==> src/rtl/text_cursor_writer.sv <==
// Converts key events into single-cycle writes of the text buffer, tracking the
// cursor, Enter/Backspace, auto-repeat, line wrap and per-line clearing.
module text_cursor_writer #(
    parameter int COLS          = 70,
    parameter int ROWS          = 30,
    parameter int REPEAT_DELAY  = 25000000,
    parameter int REPEAT_PERIOD = 5000000
) (
    input  logic        clk,
    input  logic        clrn,
    input  logic [7:0]  key_ascii,
    input  logic        key_pressing,
    output logic        wr_en,
    output logic [11:0] wr_addr,
    output logic [7:0]  wr_data,
    output logic [11:0] cursor_addr,
    output logic        busy
);
    localparam int ROW_W = $clog2(ROWS);
    localparam int COL_W = $clog2(COLS);

    localparam logic [1:0] ST_INIT_CLR = 2'd0;
    localparam logic [1:0] ST_IDLE     = 2'd1;
    localparam logic [1:0] ST_LINE_CLR = 2'd2;

    localparam logic [ROW_W-1:0] LAST_ROW   = ROW_W'(ROWS - 1);
    localparam logic [COL_W-1:0] LAST_COL   = COL_W'(COLS - 1);
    localparam logic [11:0]      CELLS      = 12'(ROWS * COLS);
    localparam logic [11:0]      LINE_LEN   = 12'(COLS);
    localparam logic [31:0]      RPT_FIRST  = 32'(REPEAT_DELAY);
    localparam logic [31:0]      RPT_RELOAD = 32'(REPEAT_DELAY - REPEAT_PERIOD + 1);

    localparam logic [7:0] ASCII_SPACE = 8'h20;
    localparam logic [7:0] ASCII_TILDE = 8'h7E;
    localparam logic [7:0] ASCII_CR    = 8'h0D;
    localparam logic [7:0] ASCII_BS    = 8'h08;

    function automatic logic [11:0] cellAddr(input logic [ROW_W-1:0] row,
                                             input logic [COL_W-1:0] col);
        return 12'(row) * LINE_LEN + 12'(col);
    endfunction

    logic [1:0]       state_q, state_d;
    logic [11:0]      clrCnt_q, clrCnt_d;
    logic [ROW_W-1:0] row_q, row_d, rowNext;
    logic [COL_W-1:0] col_q, col_d;
    logic             prevKey_q;
    logic [31:0]      rptCnt_q, rptCnt_d;
    logic             pending_q, pending_d;
    logic [7:0]       pendAscii_q, pendAscii_d;
    logic             wrEn_q, wrEn_d;
    logic [11:0]      wrAddr_q, wrAddr_d;
    logic [7:0]       wrData_q, wrData_d;
    logic             keyTick, keyEvent;
    logic [7:0]       procAscii;

    // Repeat counter reloads so the next tick lands REPEAT_PERIOD cycles later.
    assign keyTick  = key_pressing && (rptCnt_q == RPT_FIRST);
    assign keyEvent = key_pressing && (!prevKey_q || keyTick);
    assign rptCnt_d = !key_pressing ? '0 : (keyTick ? RPT_RELOAD : rptCnt_q + 32'd1);

    assign cursor_addr = cellAddr(row_q, col_q);
    assign busy        = (state_q != ST_IDLE);
    assign wr_en       = wrEn_q;
    assign wr_addr     = wrAddr_q;
    assign wr_data     = wrData_q;

    always_comb begin
        state_d     = state_q;
        clrCnt_d    = clrCnt_q;
        row_d       = row_q;
        col_d       = col_q;
        pending_d   = pending_q;
        pendAscii_d = pendAscii_q;
        wrEn_d      = 1'b0;
        wrAddr_d    = wrAddr_q;
        wrData_d    = wrData_q;
        procAscii   = pending_q ? pendAscii_q : key_ascii;
        rowNext     = (row_q == LAST_ROW) ? '0 : row_q + 1'b1;

        case (state_q)
            ST_INIT_CLR: begin
                if (clrCnt_q == CELLS) begin
                    state_d  = ST_IDLE;
                    clrCnt_d = '0;
                end else begin
                    wrEn_d   = 1'b1;
                    wrAddr_d = clrCnt_q;
                    wrData_d = ASCII_SPACE;
                    clrCnt_d = clrCnt_q + 12'd1;
                end
            end
            ST_LINE_CLR: begin
                if (clrCnt_q == LINE_LEN) begin
                    state_d  = ST_IDLE;
                    clrCnt_d = '0;
                end else begin
                    wrEn_d   = 1'b1;
                    wrAddr_d = cellAddr(row_q, '0) + clrCnt_q;
                    wrData_d = ASCII_SPACE;
                    clrCnt_d = clrCnt_q + 12'd1;
                end
            end
            ST_IDLE: begin
                // A waiting event takes priority; a fresh event in that cycle is lost.
                if (pending_q || keyEvent) begin
                    pending_d = 1'b0;
                    if (procAscii >= ASCII_SPACE && procAscii <= ASCII_TILDE) begin
                        wrEn_d   = 1'b1;
                        wrAddr_d = cellAddr(row_q, col_q);
                        wrData_d = procAscii;
                        if (col_q == LAST_COL) begin
                            col_d   = '0;
                            row_d   = rowNext;
                            state_d = ST_LINE_CLR;
                        end else begin
                            col_d = col_q + 1'b1;
                        end
                    end else if (procAscii == ASCII_CR) begin
                        col_d   = '0;
                        row_d   = rowNext;
                        state_d = ST_LINE_CLR;
                    end else if (procAscii == ASCII_BS) begin
                        if (col_q != '0) begin
                            col_d = col_q - 1'b1;
                        end else if (row_q != '0) begin
                            row_d = row_q - 1'b1;
                            col_d = LAST_COL;
                        end
                        wrEn_d   = 1'b1;
                        wrAddr_d = cellAddr(row_d, col_d);
                        wrData_d = ASCII_SPACE;
                    end
                end
            end
            default: state_d = ST_INIT_CLR;
        endcase

        if (state_q != ST_IDLE && keyEvent && !pending_q) begin
            pending_d   = 1'b1;
            pendAscii_d = key_ascii;
        end
    end

    always_ff @(posedge clk or negedge clrn) begin
        if (!clrn) begin
            state_q     <= ST_INIT_CLR;
            clrCnt_q    <= '0;
            row_q       <= '0;
            col_q       <= '0;
            prevKey_q   <= 1'b0;
            rptCnt_q    <= '0;
            pending_q   <= 1'b0;
            pendAscii_q <= '0;
            wrEn_q      <= 1'b0;
            wrAddr_q    <= '0;
            wrData_q    <= ASCII_SPACE;
        end else begin
            state_q     <= state_d;
            clrCnt_q    <= clrCnt_d;
            row_q       <= row_d;
            col_q       <= col_d;
            prevKey_q   <= key_pressing;
            rptCnt_q    <= rptCnt_d;
            pending_q   <= pending_d;
            pendAscii_q <= pendAscii_d;
            wrEn_q      <= wrEn_d;
            wrAddr_q    <= wrAddr_d;
            wrData_q    <= wrData_d;
        end
    end
endmodule

==> config.mk <==
export PLATFORM = sky130hd
export DESIGN_NAME = text_cursor_writer
export DESIGN_NICKNAME = d
export VERILOG_FILES = /design/src/rtl/text_cursor_writer.sv
export SDC_FILE = /design/constraint.sdc
export NUM_CORES = 1
export LEC_CHECK = 0
export ABC_AREA = 1
export CELL_PAD_IN_SITES_DETAIL_PLACEMENT = 0
export CELL_PAD_IN_SITES_GLOBAL_PLACEMENT = 1
export CORE_MARGIN = 3
export CORE_UTILIZATION = 45
export CTS_BUF_LIST = sky130_fd_sc_hd__clkbuf_8
export CTS_CLUSTER_DIAMETER = 30
export DETAILED_ROUTE_END_ITERATION = 8
export PLACE_DENSITY = 0.91
export SLEW_MARGIN = 15
export SYNTH_ARGS = -nofsm -noshare
export SYNTH_HDL_FRONTEND = slang
export SYNTH_SLANG_ARGS = --single-unit
export TNS_END_PERCENT = 20
==> constraint.sdc <==
create_clock -name clk -period 4.38 [get_ports clk]
set_input_delay 0.438 -clock clk [delete_from_list [all_inputs] [get_ports clk]]
set_output_delay 0.438 -clock clk [all_outputs]
set_load 0.02 [all_outputs]
; Word-level counts from Yosys, hierarchy flattened
; Index checks and enable logic that the tools add are counted.
[totals]
register_bits = 89
in_bits = 11
[op_classes]
add_sub_neg = 9
reduce_logical = 22
magnitude_cmp = 2
n_eq_ne = 20
muxes = 60
n_mul = 2
[ops]
columns = operator, count
row1 = 12-bit two-way mux, 8
row2 = 7-bit two-way mux, 11
row3 = 32-bit two-way mux, 2
row4 = 5-bit two-way mux, 12
row5 = 8-bit two-way mux, 7
row6 = 12-bit case mux with 3 select lines, 1
row7 = 32-bit by 1-bit adder with 32-bit output (second input constant), 1
row8 = 32-bit by 25-bit equality test with 1-bit output (second input constant), 1
row9 = 12-bit by 7-bit adder with 12-bit output, 2
row10 = 12-bit case mux with 2 select lines, 1
row11 = 8-bit case mux with 3 select lines, 1
row12 = 5-bit by 6-bit multiplier with 11-bit output (second input constant), 2
row13 = 8-bit by 4-bit equality test with 1-bit output (second input constant), 2
row14 = 12-bit by 1-bit adder with 12-bit output (second input constant), 1
row15 = 12-bit adder, 1
row16 = 12-bit equality test (second input constant), 1
row17 = 12-bit by 7-bit equality test with 1-bit output (second input constant), 1
row18 = 2-bit two-way mux, 6
row19 = 3-bit != test (second input constant), 4
row20 = 2-bit != test (second input constant), 5
row21 = 1-bit two-way mux, 9
row22 = 8-bit by 6-bit >= comparator with 1-bit output (second input constant), 1
row23 = 8-bit by 7-bit less-or-equal comparator with 1-bit output (second input constant), 1
row24 = 7-bit by 1-bit adder with 7-bit output (second input constant), 1
row25 = 23 further kinds, 33

; Longest topological paths before layout
; Gate-level depths: netlist of run 1.
[logic_depth]
word_depth = 15
mapped_depth = 30
ltp_nobuf = 30

; Worst setup path before layout of run 1
; No wires, ideal clock.
[synth_path]
path_kind = register -> register
startpoint = register col_q[0]
endpoint = register wrAddr_q[11] (netlist: wr_addr[11])
required_ns = 4.264
path_slack_ns = 0.347
path_stages_with_launch = 31
setup_time_ns = 0.116
arrival_time_ns = 3.916
n_path_buf = 0
path_cell_list = dfrtp_1 > inv_1 > ha_1 > nand2_1 > nor2_2 > inv_1 > nor2_2 > nand2_1 > xor2_1 > ha_1 > ha_1 > inv_1 > fa_1 > inv_1 > xor2_1 > ha_1 > nand2_1 > inv_1 > nand2_1 > nand2_1 > a21oi_1 > nor2_1 > nand2_1 > nor2_1 > nand2_1 > nand2_1 > nand3_1 > nand3_1 > nand3_1 > nand2_1 > nand2_1
[synth_via]
elab_chain_len = 14
elab_cells_between_ends = 23
cone_classes = 3 x add/sub / 1 x mul / 18 x mux / 1 x reduce/logical
[synth_lines]
columns = element, line_no
row1 = start: declaration, 46  ; logic [COL_W-1:0] col_q, col_d;
row2 = start signal: assignment, 162  ; col_q <= col_d;
row3 = 7-bit nonzero test, 124  ; if (col_q != '0) begin
row4 = 5-bit two-way mux, 124
row5 = 5-bit two-way mux, 123  ; end else if (procAscii == ASCII_BS) begin
row6 = 5-bit two-way mux, 119  ; end else if (procAscii == ASCII_CR) begin
row7 = 5-bit two-way mux, 108  ; if (procAscii >= ASCII_SPACE && procAscii <= ASCII_TILDE) begin
row8 = 5-bit two-way mux, 106  ; if (pending_q || keyEvent) begin
row9 = 5-bit two-way mux, 81  ; case (state_q)
row10 = 5-bit by 6-bit multiplier with 11-bit output, 40  ; return 12'(row) * LINE_LEN + 12'(col);
row11 = 12-bit by 7-bit adder with 12-bit output, 40
row12 = 12-bit two-way mux, 123
row13 = 12-bit two-way mux, 119
row14 = 12-bit two-way mux *, 108
row15 = 12-bit two-way mux *, 106
row16 = 12-bit case mux with 3 select lines *, 81
row17 = end signal: assignment, 168  ; wrAddr_q <= wrAddr_d;
row18 = end: declaration, 52  ; logic [11:0] wrAddr_q, wrAddr_d;
; Every way passes the cells marked *; elsewhere a longest branch is shown, timed or not. The select of a mux whose other input is x is not followed.
; A chain may end at the register's enable or synchronous reset.

; Final worst setup path of run 1
[layout_path]
startpoint = register row_q[2]
endpoint = output port cursor_addr[8]
[layout_via]
elab_chain_len = 2
[layout_lines]
columns = element, line_no
row1 = start: declaration, 45  ; logic [ROW_W-1:0] row_q, row_d, rowNext;
row2 = start signal: assignment, 161  ; row_q <= row_d;
row3 = 5-bit by 6-bit multiplier with 11-bit output, 40
row4 = 12-bit by 7-bit adder with 12-bit output, 40
row5 = end: declaration, 16  ; output logic [11:0] cursor_addr,
; No other way between the ends.

==> flow_summary_export.csv, run 1 <==
group,metric,value,unit
clock_network,clk_latency,0.39,ns
critical_path,cpMostUsedCell,"nand2_1",
route,routedWlPerCell,14.8,um
synthesis,synth.avg_cell_area,6.98,um^2
floorplanning,dieArea,17700,um^2
grt,grt_pass1_vias,6423,
critical_path,regToRegStartpoint,"col_q[1]",
timing,max_freq,237,MHz
route,ant_nets,0,
final_layout,drive_gt1_share,8.11,%
power_and_ir_drop,ir_worst_vdd,0.000120,V
clock_network,cts_hold_buf,0,
critical_path,worstPathRequired,3.94,ns
timing,skew,0.0163,ns
synthesis,synth_area_leaders,"dfrtp_1 30%, nand2_1 14%, ha_1 11%, inv_1 7.3%, nand3_1 5.2%",
synthesis,synth_top_area_share,30.3,%
timing,tightest_slew,0.836,ns
clock_network,cts.clk_slew.worst_paths,0.10,ns
clock_network,cts_tree,"done",
final_layout,final_nets,1187,
min_path,hold_path_class,"in -> async",
critical_path,rrSetupSlack,0.35,ns
grt,grt-ovfl-total,0,
synthesis,yosys-top-cells-count,"265 x nand2_1, 141 x inv_1, 88 x dfrtp_1, 86 x nor2_1, 76 x nand3_1",
critical_path,cp.buffers_inverters,2,
clock_network,cts_buffers,9,
placement,place_ws,0.0782,ns
power_and_ir_drop,p_per_area,175,nW/um^2
critical_path,reg2regPathDepth,29,
synthesis,synth_xor_xnor_area_share,4.58,%
grt,antenna_found_initial,0,
grt,gr-max-usage-layer,"met2",
route,drtPass1Iterations,5,
critical_path,critical_path.max_fanout,5,
route,drt_iter0_drc,476,
synthesis,async_reset_ff_share,100,%
synthesis,synth-edff-count,0,
route,wirelength,19.6,mm
floorplanning,core_area,15500,um^2
clock_network,numClockSinks,89,
timing,period_minus_slack,4.22,ns
synthesis,synth-simple-area-share,30.8,%
synthesis,yosys.area.top_type,"dfrtp_1",
timing,fin_ws,0.163,ns
synthesis,synth_most_common_cell,"nand2_1",
route,vias,6988,
critical_path,crit_path_end_kind,"primary output",
placement,portBuffers,44,
run_status,outcome,"finished clean",
grt,grt_usage,22.3,%
synthesis,syn-cell-area,7260,um^2
placement,dp_hpwl,15.1,mm
timing,slew_headroom,44.3,%
placement,routabilityCongestion,0.921,
grt,grtUsageMet3,3.00,%
flow_run,drv_cap,0,
clock_network,cts.htree.levels,3,
critical_path,worst_path_max_delay_cell,"clkdlybuf4s50_1",
critical_path,crit_family,"adder cells",
synthesis,ys_ff_latch,89,
critical_path,slowest_delay,0.60,ns
critical_path,rr_endpoint,"wr_addr[11]",
grt,grt_pass1_wl,32.5,mm
clock_network,cts_buffer_depth,2,
route,viasPerCell,5.29,
final_layout,syn_to_final_growth,15.2,%
grt,grt_max_degree,63,
synthesis,synth_top_family_by_area,"simple AND/OR/NAND/NOR gates",
synthesis,yosys_warnings,0,
critical_path,critPathKind,"reg -> out",
final_layout,antenna_cells,0,
synthesis,yosysSeqAreaShare,30.7,%
critical_path,worstSetupStartpoint,"row_q[2]",
critical_path,startpoint_type,"flip-flop",
floorplanning,start_util,46.9,%
synthesis,synth_compound_area_share,12.3,%
critical_path,cp.arrival,3.78,ns
timing,setup_viol,0,
grt,grt_util_met1,32.1,%
timing,drv_slew,0,
synthesis,synthAdderAreaFrac,12.8,%
floorplanning,boundaryPins,45,
power_and_ir_drop,p_leak,3.91,nW
timing,rsz0062_at_grt,"yes",
floorplanning,core.rowCount,45,
floorplanning,die_h,133,um
synthesis,synth_mux_area_share,0,%
synthesis,syn-num-nets,1122,
floorplanning,fp.dieW,133,um
critical_path,worstSetupEndpoint,"cursor_addr[8]",
synthesis,ys.flop_type,"dfrtp_1",
clock_network,cts.root.buffer_cell,"clkbuf_8",
route,drc,0,
grt,use_met2,35.6,%
timing,finalCritPeriodShare,96.3,%
critical_path,crit_path_cell_trace,"buf_4, ha_1, ha_1, ha_1, xor2_1, ha_1, a21oi_1, nand2_1, nand2_1, nand2_1, nand2_1, nand2_1, nand2_1, clkdlybuf4s50_1",
synthesis,synth_cell_type_count,44,
timing,hold_viol,0,
final_layout,final_util,54.0,%
critical_path,cp.depth,14,
synthesis,syn_inst,1040,
[routing by layer]
| metal | vias to the layer above | wire length (um) |
|---|---|---|
| li1 | 3561 | - |
| met2 | 158 | 8810 |
| met3 | 30 | 808 |
| met5 | - | 0 |
| met1 | 3239 | 9570 |
| met4 | 0 | 372 |
[layout make-up]
class                           count  area, um^2
Clock inverter                      7        70.1
Clock buffer                        9         124
Inverter                          144         543
Fill cell                        1542        7120
Timing Repair Buffer               72         649
Sequential cell                    89        2230
Tap cell                          211         264
Multi-Input combinational cell    789        4480
[stage by stage]
stage                     std cells  hold slack (ns)  setup TNS, ns  instance area, um^2  total power (W)
after floorplan                1040            0.142              0                 7260         0.000854
final                          1321            0.145              0                 8360          0.00146
after CTS                      1311            0.164              0                 8180          0.00148
after global routing           1321            0.202         -0.130                 8360          0.00152
after global placement         1295            0.464              0                 7990         0.000885
after detailed placement       1295            0.469              0                 7990         0.000887
[flip-flops by register name, summed over array words and instances (netlist names)]
name         cells
row_q            5
wr_data          8
pendAscii_q      8
state_q          2
clrCnt_q        12
prevKey_q        1
rptCnt_q        32
pending_q        1
wr_en            1
wr_addr         12
col_q            7
[cell usage in the layout (no fill, tap or decap), types with 6 or more instances in the layout]
cell type and count:
nor2_2 6, o21ai_0 68, nand2_1 259, clkbuf_8 9
clkdlybuf4s50_1 40, xnor2_1 7, o22ai_1 8, inv_1 137
o21ai_1 17, xor2_1 30, nand2_2 8, nand4_1 31
buf_4 29, nor2_1 80, inv_2 7, dfrtp_1 86
ha_1 62, a21oi_1 56, nor4_1 7, nand3_1 74
nor3_1 21
[worst register-to-register path, delay by kind of cell, from the launching register on]
kind | cells | cell delay, ns
AO/OA/AOI/OAI | 1 | 0.21
adder cells (fa/ha/maj) | 5 | 1.34
flip-flops | 1 | 0.44
buffers and inverters | 5 | 0.32
XOR/XNOR | 2 | 0.39
AND/OR/NAND/NOR | 16 | 1.24
[cells by family after synthesis]
kind of cell	after synthesis
buf+inv	162
fa+ha+maj	71
xor+xnor	38
compound gates	167
simple gates	513
flops	89
[where the power goes]
part | internal, W | total (W) | switching, W
registers | 0.000824 | 0.000825 | 0.00000163
clock network | 0.000264 | 0.000596 | 0.000332
logic | 0.0000126 | 0.0000433 | 0.0000306
[worst min-delay path by stage]
stage	from	end	slack, ns	cells after the start
CTS	clrn	col_q[2]	0.16	1
finish	clrn	pendAscii_q[4]	0.15	1
floorplan	clrn	clrCnt_q[0]	0.14	0
global placement	pendAscii_q[1]	pendAscii_q[1]	0.46	2
detailed placement	wr_data[5]	wr_data[5]	0.47	2
global route	clrn	col_q[2]	0.20	1
[what timing repair did]
action / CTS / global route
endpoints found under the setup margin: 2 / 12
pin swaps: 0 / 9
cloned: 0 / 0
buffers inserted: 0 / 10
resized for setup: 2 / 34
(Power assumes the default switching activity.)
==> run 2: changes to the inputs <==
--- a/config.mk
+++ b/config.mk
@@ -9,11 +9,11 @@
 export CELL_PAD_IN_SITES_DETAIL_PLACEMENT = 0
 export CELL_PAD_IN_SITES_GLOBAL_PLACEMENT = 1
 export CORE_MARGIN = 3
-export CORE_UTILIZATION = 45
+export CORE_UTILIZATION = 49
 export CTS_BUF_LIST = sky130_fd_sc_hd__clkbuf_8
 export CTS_CLUSTER_DIAMETER = 30
 export DETAILED_ROUTE_END_ITERATION = 8
-export PLACE_DENSITY = 0.91
+export PLACE_DENSITY = 0.95
 export SLEW_MARGIN = 15
 export SYNTH_ARGS = -nofsm -noshare
 export SYNTH_HDL_FRONTEND = slang
==> constraint.sdc (replaced) <==
create_clock -name clk -period 5 [get_ports clk]
set_input_delay 0.5 -clock clk [delete_from_list [all_inputs] [get_ports clk]]
set_output_delay 0.5 -clock clk [all_outputs]
set_load 0.02 [all_outputs]
==> flow_summary_export.csv, run 2 (synthesized netlist as in run 1, its figures left out) <==
group,metric,value,unit
timing,tightest_slew,0.693,ns
floorplanning,core.rowCount,43,
route,drc,0,
final_layout,final_common_cell,"nand2_1",
critical_path,worstPathRequired,4.50,ns
route,drt_iter0_drc,458,
run_status,outcome,"finished clean",
floorplanning,boundaryPins,45,
timing,max_freq,215,MHz
final_layout,top_register,"rptCnt_q",
placement,place_ws,0.421,ns
clock_network,clk_latency,0.39,ns
final_layout,largest_register_ffs,32,
critical_path,critPathKind,"reg -> out",
clock_network,postCtsSetupRepairBufs,0,
final_layout,final_nets,1162,
critical_path,cp.arrival,4.15,ns
critical_path,worst_path_max_delay_cell,"clkdlybuf4s50_1",
timing,skew,0.00860,ns
floorplanning,fp.dieW,128,um
placement,portBuffers,44,
final_layout,final_cell_mix,"265 x nand2_1, 141 x inv_1, 87 x dfrtp_1",
critical_path,slowest_delay,0.60,ns
grt,grt-ovfl-total,0,
timing,period_minus_slack,4.65,ns
power_and_ir_drop,p_per_area,160,nW/um^2
final_layout,antenna_cells,0,
route,routedWlPerCell,15.1,um
final_layout,syn_to_final_growth,11.0,%
clock_network,post_cts_resized,0,
route,wirelength,19.1,mm
grt,grt_max_degree,55,
placement,dp.cells,1249,
critical_path,worstSetupStartpoint,"row_q[3]",
route,vias,6861,
power_and_ir_drop,p_leak,3.78,nW
grt,antenna_found_initial,0,
critical_path,cp.depth,19,
critical_path,crit_path_end_kind,"primary output",
grt,grt_pass1_wl,32.1,mm
route,viasPerCell,5.42,
critical_path,critical_path.max_fanout,8,
critical_path,crit_path_cell_trace,"inv_1, ha_1, inv_1, ha_1, ha_1, nand3_1, nand2_1, xor2_1, inv_1, ha_1, nand2_1, inv_1, nand4_1, nand3_1, nand2_1, nor2_2, nand4_1, nand2_1, clkdlybuf4s50_1",
final_layout,final_util,56.8,%
clock_network,cts_hold_buf,0,
final_layout,drive_gt1_share,4.06,%
critical_path,crit_family,"adder cells",
clock_network,cts_buffer_depth,2,
critical_path,reg2regPathDepth,29,
critical_path,worstSetupEndpoint,"cursor_addr[11]",
floorplanning,start_util,51.1,%
clock_network,cts_tree,"done",
grt,grt_usage,24.3,%
route,ant_nets,0,
placement,dp_hpwl,14.9,mm
route,drtPass1Iterations,5,
critical_path,cp.buffers_inverters,5,
placement,routabilityCongestion,0.924,
critical_path,rr_endpoint,"wr_addr[11]",
timing,rsz0062_at_grt,"yes",
power_and_ir_drop,ir_worst_vdd,0.000110,V
timing,slew_headroom,53.8,%
floorplanning,die_h,128,um
timing,fin_ws,0.345,ns
grt,grt_pass1_vias,6566,
critical_path,rrSetupSlack,0.52,ns
clock_network,cts.clk_slew.worst_paths,0.09,ns
clock_network,numClockSinks,89,
clock_network,cts.htree.levels,3,
timing,drv_slew,0,
floorplanning,dieArea,16300,um^2
critical_path,startpoint_type,"flip-flop",
critical_path,regToRegStartpoint,"row_q[0]",
clock_network,cts.root.buffer_cell,"clkbuf_8",
clock_network,cts_buffers,9,
flow_run,drv_cap,0,
final_layout,stdcell_count,1265,
floorplanning,core_area,14200,um^2
timing,finalCritPeriodShare,93.1,%
timing,hold_viol,0,
timing,setup_viol,0,
min_path,hold_path_class,"in -> async",
[run 2: changes by cell type in the layout (fill, tap and decap cells not counted), moves of 3 or more]
cell             before  now
buf_4                29    4
nand2_1             259  265
nor2_1               80   84
clkdlybuf4s50_1      40   43
inv_1               137  141
nand2_2               8    3
ha_1                 62   66
inv_2                 7    3
[run 2: worst register-to-register path, delay by kind of cell, from the launching register on]
kind / cells / cell delay [ns]
adder cells (fa/ha/maj): 5 / 1.54
XOR/XNOR: 1 / 0.15
buffers and inverters: 2 / 0.28
AND/OR/NAND/NOR: 20 / 1.87
AO/OA/AOI/OAI: 1 / 0.06
flip-flops: 1 / 0.47
[run 2: worst min-delay path by stage]
stage,from,endpoint,depth (start not counted)
finish,clrn,pendAscii_q[6],1
global route,clrn,pendAscii_q[4],1
CTS,clrn,pendAscii_q[4],1
detailed placement,wr_addr[8],wr_addr[8],2
global placement,wr_data[5],wr_data[5],2
floorplan,clrn,clrCnt_q[0],0
[run 2: area by class of cell]
class                   count  area (um^2)
fillers                  1398         6140
flip-flops and latches     89         2230
inverters                 144          541
clock buffers              10          138
multi-input cells         789         4400
repair buffers             47          460
clock inverters             6         65.1
well taps                 180          225
[run 2: power breakdown]
part,internal [W],switching (W)
combinational,0.0000110,0.0000265
sequential,0.000722,0.00000153
clock,0.000246,0.000286
[run 2: per-stage QoR]
step / TNS, ns / total power, W / area, um^2 / hold WS, ns
floorplan: 0 / 0.000748 / 7260 / 0.204
global placement: 0 / 0.000776 / 7840 / 0.467
detailed placement: 0 / 0.000776 / 7840 / 0.465
CTS: 0 / 0.00131 / 8040 / 0.0655
global route: -0.0203 / 0.00134 / 8060 / 0.0959
finish: 0 / 0.00129 / 8060 / 0.0601
[run 2: routing by layer]
layer | wire length [um] | global-route usage, % | up-vias
met1 | 9350 | 33.9 | 3174
met5 | 0 | 0 | -
met3 | 660 | 3.17 | 31
met4 | 470 | 8.61 | 0
li1 | - | - | 3498
met2 | 8580 | 39.0 | 158
==> run 3: changes to the inputs <==
--- a/config.mk
+++ b/config.mk
@@ -9,10 +9,11 @@
 export CELL_PAD_IN_SITES_DETAIL_PLACEMENT = 0
 export CELL_PAD_IN_SITES_GLOBAL_PLACEMENT = 1
 export CORE_MARGIN = 3
-export CORE_UTILIZATION = 49
+export CORE_UTILIZATION = 52
 export CTS_BUF_LIST = sky130_fd_sc_hd__clkbuf_8
 export CTS_CLUSTER_DIAMETER = 30
 export DETAILED_ROUTE_END_ITERATION = 8
+export DONT_BUFFER_PORTS = 1
 export PLACE_DENSITY = 0.95
 export SLEW_MARGIN = 15
 export SYNTH_ARGS = -nofsm -noshare
==> flow_summary_export.csv, run 3 (synthesized netlist as in run 1, its figures left out) <==
group,metric,value,unit
power_and_ir_drop,p_int,0.000966,W
timing,skew,0.00818,ns
placement,place_area,7400,um^2
final_layout,antenna_cells,0,
critical_path,crit_path_end_kind,"primary output",
timing,rsz0062_at_grt,"no",
run_status,outcome,"finished clean",
timing,slew_headroom,54.2,%
final_layout,final_cell_mix,"265 x nand2_1, 143 x inv_1, 88 x dfrtp_1",
final_layout,stdcell_count,1218,
route,vias,6672,
final_layout,largest_register_ffs,32,
flow_run,drv_cap,0,
grt,grt_pass1_vias,6327,
route,drt_iter0_drc,423,
floorplanning,core.rowCount,42,
critical_path,critPathKind,"reg -> out",
grt,antenna_found_initial,0,
clock_network,cts.clk_slew.worst_paths,0.09,ns
floorplanning,fp.dieW,124,um
floorplanning,start_util,54.0,%
floorplanning,dieArea,15400,um^2
clock_network,cts_buffer_depth,2,
floorplanning,core_area,13500,um^2
route,wirelength,18.8,mm
power_and_ir_drop,p_total,0.00125,W
timing,fin_setup_tns,0,ns
timing,hold_viol,0,
timing,tightest_slew,0.682,ns
power_and_ir_drop,swShare,22.9,%
clock_network,cts.htree.levels,3,
min_path,hold_path_class,"in -> async",
timing,max_freq,223,MHz
route,viasPerCell,5.48,
clock_network,cts_buffers,9,
power_and_ir_drop,p_comb_share,2.4,%
critical_path,startpoint_type,"flip-flop",
final_layout,final_nets,1120,
route,drc,0,
timing,whs,0.0503,ns
final_layout,final_common_cell,"nand2_1",
final_layout,syn_to_final_growth,5.17,%
critical_path,rrSetupSlack,0.56,ns
route,ant_nets,0,
grt,grt_usage,25.4,%
critical_path,critical_path.max_fanout,8,
placement,dp.cells,1202,
timing,finalCritPeriodShare,89.5,%
clock_network,numClockSinks,89,
floorplanning,boundaryPins,45,
grt,grt_pass1_wl,31.0,mm
timing,drv_slew,0,
final_layout,top_register,"rptCnt_q",
critical_path,worstPathRequired,4.50,ns
placement,dp_hpwl,14.5,mm
final_layout,multi_input_area,4400,um^2
grt,grt_max_degree,90,
power_and_ir_drop,pwr-share-seq,57.7,%
power_and_ir_drop,p_per_area,164,nW/um^2
power_and_ir_drop,p_leak,3.63,nW
floorplanning,die_h,124,um
power_and_ir_drop,clkPwrFrac,39.8,%
power_and_ir_drop,p_sw,0.000287,W
power_and_ir_drop,ir_worst_vdd,0.0000920,V
placement,routabilityCongestion,0.979,
placement,portBuffers,0,
clock_network,cts_tree,"done",
route,drtPass1Iterations,6,
final_layout,drive_gt1_share,3.84,%
final_layout,n_fill_cell,1345,
timing,setup_viol,0,
clock_network,cts.root.buffer_cell,"clkbuf_8",
route,routedWlPerCell,15.4,um
clock_network,clk_latency,0.37,ns
timing,period_minus_slack,4.47,ns
final_layout,regArea,2230,um^2
critical_path,cp.arrival,3.97,ns
grt,grt-ovfl-total,0,
final_layout,design_area,7630,um^2
-- run 3: changes by cell type in the layout (fill, tap and decap cells not counted) --
cell | before | now
nor2_2 | 4 | 3
nor2_1 | 84 | 85
clkinvlp_4 | 1 | 0
dfrtp_1 | 87 | 88
inv_1 | 141 | 143
inv_2 | 3 | 4
buf_16 | 0 | 1
clkinv_2 | 2 | 0
dfrtp_2 | 1 | 0
clkdlybuf4s50_1 | 43 | 0
inv_6 | 1 | 0
-- run 3: path summary, 6_finish.rpt --
kind | startpoint | end | cells after the start
max | row_q[3] | cursor_addr[11] | 18
min | clrn | wr_addr[2] | 1
max reg2reg | col_q[1] | wr_addr[11] | 30
min reg2reg | pendAscii_q[6] | pendAscii_q[6] | 2
max in group asynchronous | clrn | rptCnt_q[22] | 1
min in group clk | key_pressing | prevKey_q | 0
-- run 3: cell type report --
type,count,area share [%]
repair buffers,5,0.754
multi-input cells,789,57.6
clock inverters,5,0.656
flip-flops and latches,89,29.2
well taps,176,2.88
inverters,144,7.08
clock buffers,10,1.80
-- run 3: timing repair --
item                                   4_1_cts  5_1_grt
buffers inserted                             0        0
resized for setup                            0        4
endpoints found under the hold margin       89        0
hold buffers                                 1        0
setup endpoints to repair                    0        2
-- run 3: per-stage QoR --
step	utilization [%]	setup slack, ns
after floorplan	-	0.967
after global routing	56.8	0.0268
after global placement	55.0	0.593
after CTS	56.6	0.428
after detailed placement	55.0	0.426
final	56.8	0.525
-- run 3: power by group through the flow --
stage	clock network, W	registers, W	logic [W]
finish	0.000499	0.000723	0.0000303
global route	0.000537	0.000723	0.0000368
CTS	0.000509	0.000723	0.0000317
detailed placement	0	0.000737	0.0000143
global placement	0	0.000737	0.0000143
floorplan	0	0.000737	0.0000112
-- run 3: critical path: stages (launching register included) --
cell	delay (ns)
dfrtp_1	0.51
inv_1	0.20
ha_1	0.31
inv_1	0.04
ha_1	0.29
ha_1	0.35
nand3_1	0.09
nand2_1	0.10
xor2_1	0.16
inv_1	0.10
ha_1	0.39
nand2_1	0.08
inv_1	0.05
nand4_1	0.11
nand3_1	0.16
nand2_1	0.07
nor2_1	0.23
nand4_1	0.15
nand2_1	0.21
-- run 3: routing by layer --
metal / share of wire (%) / routed length (um) / GRT usage (%)
met1: 46 / 8610 / 34.1
met2: 45 / 8520 / 40.9
met3: 6.5 / 1220 / 5.59
met4: 2.4 / 456 / 7.87
met5: 0 / 0 / 0
